==> src/rtl/piso_pkg.sv <==
// piso_pkg: shared state encoding and counter sizing for the PISO serializer.
package piso_pkg;
  typedef enum logic {
    IDLE  = 1'b0,
    SHIFT = 1'b1
  } state_t;

  function automatic int cnt_width(input int n);
    return (n > 2) ? $clog2(n) : 1;
  endfunction
endpackage

==> src/rtl/piso_bit_counter.sv <==
// piso_bit_counter: loadable down-counter that stops at zero and flags terminal count.
module piso_bit_counter #(
  parameter int W = 3
) (
  input  logic         clk_i,
  input  logic         rst_ni,
  input  logic         load_i,
  input  logic [W-1:0] load_val_i,
  input  logic         en_i,
  output logic         tc_o
);
  logic [W-1:0] r_count;
  always_ff @(posedge clk_i or negedge rst_ni) begin
    if (!rst_ni) r_count <= '0;
    else if (load_i) r_count <= load_val_i;
    else if (en_i && r_count != '0) r_count <= r_count - 1'b1;
  end
  assign tc_o = (r_count == '0);
endmodule

==> src/rtl/piso_stream_serializer.sv <==
// piso_stream_serializer: strobe-paced PISO with valid/ready load and gapless back-to-back frames.
module piso_stream_serializer
  import piso_pkg::*;
#(
  parameter int   N          = 8,
  parameter bit   MSB_FIRST  = 1'b1,
  parameter logic IDLE_LEVEL = 1'b0
) (
  input  logic         clk_i,
  input  logic         rst_ni,
  input  logic         shift_en_i,
  input  logic         valid_i,
  output logic         ready_o,
  input  logic [N-1:0] data_i,
  output logic         serial_o,
  output logic         serial_valid_o,
  output logic         busy_o,
  output logic         done_o
);
  localparam int CW = cnt_width(N);
  localparam logic [CW-1:0] LAST_IDX = CW'(N - 1);
  state_t       r_state, w_state_nxt;
  logic [N-1:0] r_sreg, w_sreg_nxt;
  logic         r_serial, r_done;
  logic         w_shift, w_last, w_tc, w_accept, w_head_nxt;
  assign w_shift  = (r_state == SHIFT) && shift_en_i;
  assign w_last   = w_shift && w_tc;
  assign ready_o  = (r_state == IDLE) || w_last;
  assign w_accept = valid_i && ready_o;
  piso_bit_counter #(.W(CW)) u_cnt (
    .clk_i      (clk_i),
    .rst_ni     (rst_ni),
    .load_i     (w_accept),
    .load_val_i (LAST_IDX),
    .en_i       (w_shift),
    .tc_o       (w_tc)
  );
  // The last-bit shift also runs, so an idle register drains to all zeros.
  always_comb begin
    w_state_nxt = r_state;
    w_sreg_nxt  = r_sreg;
    if (w_shift) w_sreg_nxt = MSB_FIRST ? {r_sreg[N-2:0], 1'b0} : {1'b0, r_sreg[N-1:1]};
    if (w_accept) begin
      w_sreg_nxt  = data_i;
      w_state_nxt = SHIFT;
    end else if (w_last) begin
      w_state_nxt = IDLE;
    end
  end
  assign w_head_nxt = MSB_FIRST ? w_sreg_nxt[N-1] : w_sreg_nxt[0];
  always_ff @(posedge clk_i or negedge rst_ni) begin
    if (!rst_ni) r_state <= IDLE;
    else r_state <= w_state_nxt;
  end
  always_ff @(posedge clk_i or negedge rst_ni) begin
    if (!rst_ni) begin
      r_sreg   <= '0;
      r_serial <= IDLE_LEVEL;
      r_done   <= 1'b0;
    end else begin
      r_sreg   <= w_sreg_nxt;
      r_serial <= (w_state_nxt == SHIFT) ? w_head_nxt : IDLE_LEVEL;
      r_done   <= w_last;
    end
  end
  assign serial_o       = r_serial;
  assign serial_valid_o = (r_state == SHIFT);
  assign busy_o         = (r_state == SHIFT);
  assign done_o         = r_done;
endmodule

==> config.mk <==
export PLATFORM = sky130hd
export DESIGN_NAME = piso_stream_serializer
export DESIGN_NICKNAME = d
export VERILOG_FILES = /design/src/rtl/piso_pkg.sv /design/src/rtl/piso_bit_counter.sv /design/src/rtl/piso_stream_serializer.sv
export SDC_FILE = /design/constraint.sdc
export NUM_CORES = 1
export LEC_CHECK = 0
export ABC_AREA = 1
export CAP_MARGIN = 25
export CORE_UTILIZATION = 30
export DETAILED_ROUTE_END_ITERATION = 10
export PLACE_DENSITY_LB_ADDON = 0.2
export SYNTH_ARGS = -nofsm -noshare
export SYNTH_HDL_FRONTEND = slang
export SYNTH_SLANG_ARGS = --single-unit
==> constraint.sdc <==
create_clock -name clk_i -period 1.6 [get_ports clk_i]
set_input_delay 0.32 -clock clk_i [delete_from_list [all_inputs] [get_ports clk_i]]
set_output_delay 0.32 -clock clk_i [all_outputs]
set_load 0.01 [all_outputs]
==> metrics.csv <==
stage,metric,value,unit
synth,async_flop_share,100,%
global_route,grt-ovfl-total,0,
detailed_routing,drt-vias-per-instance,4.48,
detailed_routing,ant_nets,0,
detailed_routing,first_pass_iters,4,
floorplanning,start_util,32.6,%
sta,tightest_slew,0.295,ns
floorplanning,rows,17,
pwr,powerDensity,1380,nW/um^2
finish,syn_to_final_growth,44.6,%
floorplanning,die_w,51.5,um
flow_run,maxCapViolations,0,
synth,yosysMostFrequentCell,nand2_1,
detailed_routing,drc,0,
setup_path,worstSetupStartpointType,flip-flop,
global_route,grt_use_total,14.0,%
setup_path,setup.worst_path.start,u_cnt.r_count[0],
synth,netlist_instances,92,
sta,setup-violations-final,0,
global_route,use_met2,21.0,%
sta,setup-tns-final,0,ns
finish,final_nets,138,
sta,relSlewSlack,80.2,%
finish,fill_cells,255,
setup_path,cp_max_fo,2,
sta,slew_violations,0,
place,dp_hpwl,1.15,mm
finish,final_core_util,47.2,%
clocking,clkLatencyLatePin,0.28,ns
global_route,use_met3,4.09,%
synth,synth.avg_cell_area,8.00,um^2
place,place_ws,-0.319,ns
synth,syn_area,736,um^2
clocking,cts_tree,yes,
setup_path,crit_type,flip-flop to output port,
synth,yosys_warnings,0,
place,placed_area,1000,um^2
synth,synth_area_leaders,"dfrtp_1, nand2_1, nand3_1, inv_1, nand2_4",
detailed_routing,drtIter0Drc,7,
global_route,grt_pass1_wl,2.66,mm
global_route,antenna_found_initial,0,
detailed_routing,wl,1.55,mm
status,status,"complete, no violations",
synth,synthesis.nets,106,
clocking,clock-root-buffer,clkbuf_4,
sta,rsz0062_at_grt,yes,
synth,yosysTopAreaCell,dfrtp_1,
place,gp_congestion,0.736,
synth,yosysSeqAreaShare,47.6,%
synth,synth-edff-count,0,
synth,ys.flop_type,dfrtp_1,
setup_path,arrival,1.26,ns
global_route,grt_max_degree,15,
clocking,htreeDepth,1,
global_route,met1_usage,18.2,%
sta,period_minus_slack,1.58,ns
detailed_routing,vias,676,
setup_path,reg2reg_from,u_cnt.r_count[0],
sta,min_period_over_period,98.5,%
pwr,max-vdd-ir-drop,0.530,mV
place,placed_cells,145,
clocking,cts_buffers,3,
synth,ys_seq_elements,14,
sta,hold_viol_final,0,
sta,fin_hold_ws,0.343,ns
setup_path,required,1.28,ns
clocking,ctsLongestPathBuffers,2,
synth,post_synth_num_cell_types,16,
global_route,grt_pass1_vias,615,
synth,netlist_top_cells_count,"nand2_1, inv_1, nand3_1, dfrtp_1, nor2_1",
finish,drive_gt1_share,23.6,%
finish,final_cells,151,
detailed_routing,routedWlPerCell,10.3,um
finish,antenna_cells,0,
clocking,clock-sinks,14,
floorplanning,die_area,2650,um^2
pwr,p_leak,0.536,nW
sta,clock_skew,0.00364,ns
hold_path,hold_path.class,primary input to asynchronous set/reset pin,
global_route,grt-busiest-layer,met2,
clocking,clk_pin_slew,0.09,ns
place,io_buffer_count,16,
pwr,p_total,1.47,mW
finish,postLayoutCellArea,1060,um^2
floorplanning,core_area,2250,um^2
floorplanning,fp.dieH,51.5,um
sta,layout_setup_ws,0.0239,ns
setup_path,critPathCaptureType,output port,
synth,synth_top_area_share,47.6,%
sta,fmax,634,MHz
floorplanning,ios,17,
[layout make-up]
type	instances	area, um^2	share of cell area [%]
Clock buffer	4	36.3	3.41
Inverter	17	63.8	6.00
Multi-Input combinational cell	59	322	30.2
Sequential cell	14	350	32.9
Tap cell	28	35.0	3.29
Timing Repair Buffer	29	256	24.1
[report_power, final]
group | leakage, nW | internal, mW | total (mW) | switching (mW)
logic | 0.340 | 0.323 | 0.650 | 0.327
clock network | 0.0210 | 0.138 | 0.260 | 0.122
registers | 0.175 | 0.487 | 0.558 | 0.0709
total | 0.536 | 0.948 | 1.47 | 0.520
[path summary, 6_finish.rpt]
path | end | slack [ns] | cells after the start
worst max-delay path | ready_o | 0.02 | 7
worst min-delay path | r_sreg[5] | 0.34 | 2
worst max register to register | serial_o | 0.16 | 11
worst min register to register | r_sreg[1] | 0.50 | 2
max in group asynchronous | busy_o | 1.08 | 2
min in group clk_i | r_sreg[1] | 0.50 | 2
[worst max-delay path: stages (launching register included)]
cell     delay (ns)
dfrtp_1        0.39
inv_2          0.08
ha_4           0.13
inv_2          0.04
nor2_4         0.11
nand2_4        0.07
nand2_4        0.06
buf_6          0.10
[cell usage in the layout (no fill, tap or decap), drive strengths merged]
cell type	count
dfrtp	14
o21ai	4
clkbuf	4
nand3b	1
nand2	26
nor2	9
nand3	16
clkdlybuf4s50	13
buf	14
ha	2
dlygate4sd2	2
a21oi	1
inv	17
[per-layer routing]
metal,share of wire (%),vias up
li1,-,343
met1,45,318
met4,0.65,0
met5,0,-
met3,5.1,2
met2,49,13
[registers in the layout, summed over array words and instances, names as in the netlist]
signal,flops
r_sreg,8
busy_o,1
serial_o,1
u_cnt.r_count,3
done_o,1
[kinds of logic (layout without fill, tap and decap cells)]
kind of cell,Yosys count,after routing,synth area share (%)
and+or+nand+nor,52,52,35.2
buffers and inverters,19,50,10.4
DFF,14,14,47.6
AOI/OAI and AO/OA,5,5,3.40
adders and majority gates,2,2,3.40
[what timing repair did]
action                     in CTS  in global routing
cloned                          0                  0
pin swaps                       1                  2
setup endpoints to repair       3                  2
setup buffers                   1                  1
hold buffers                    0                  0
gates resized for setup        10                  2
Power figures use the tool's default switching activity.
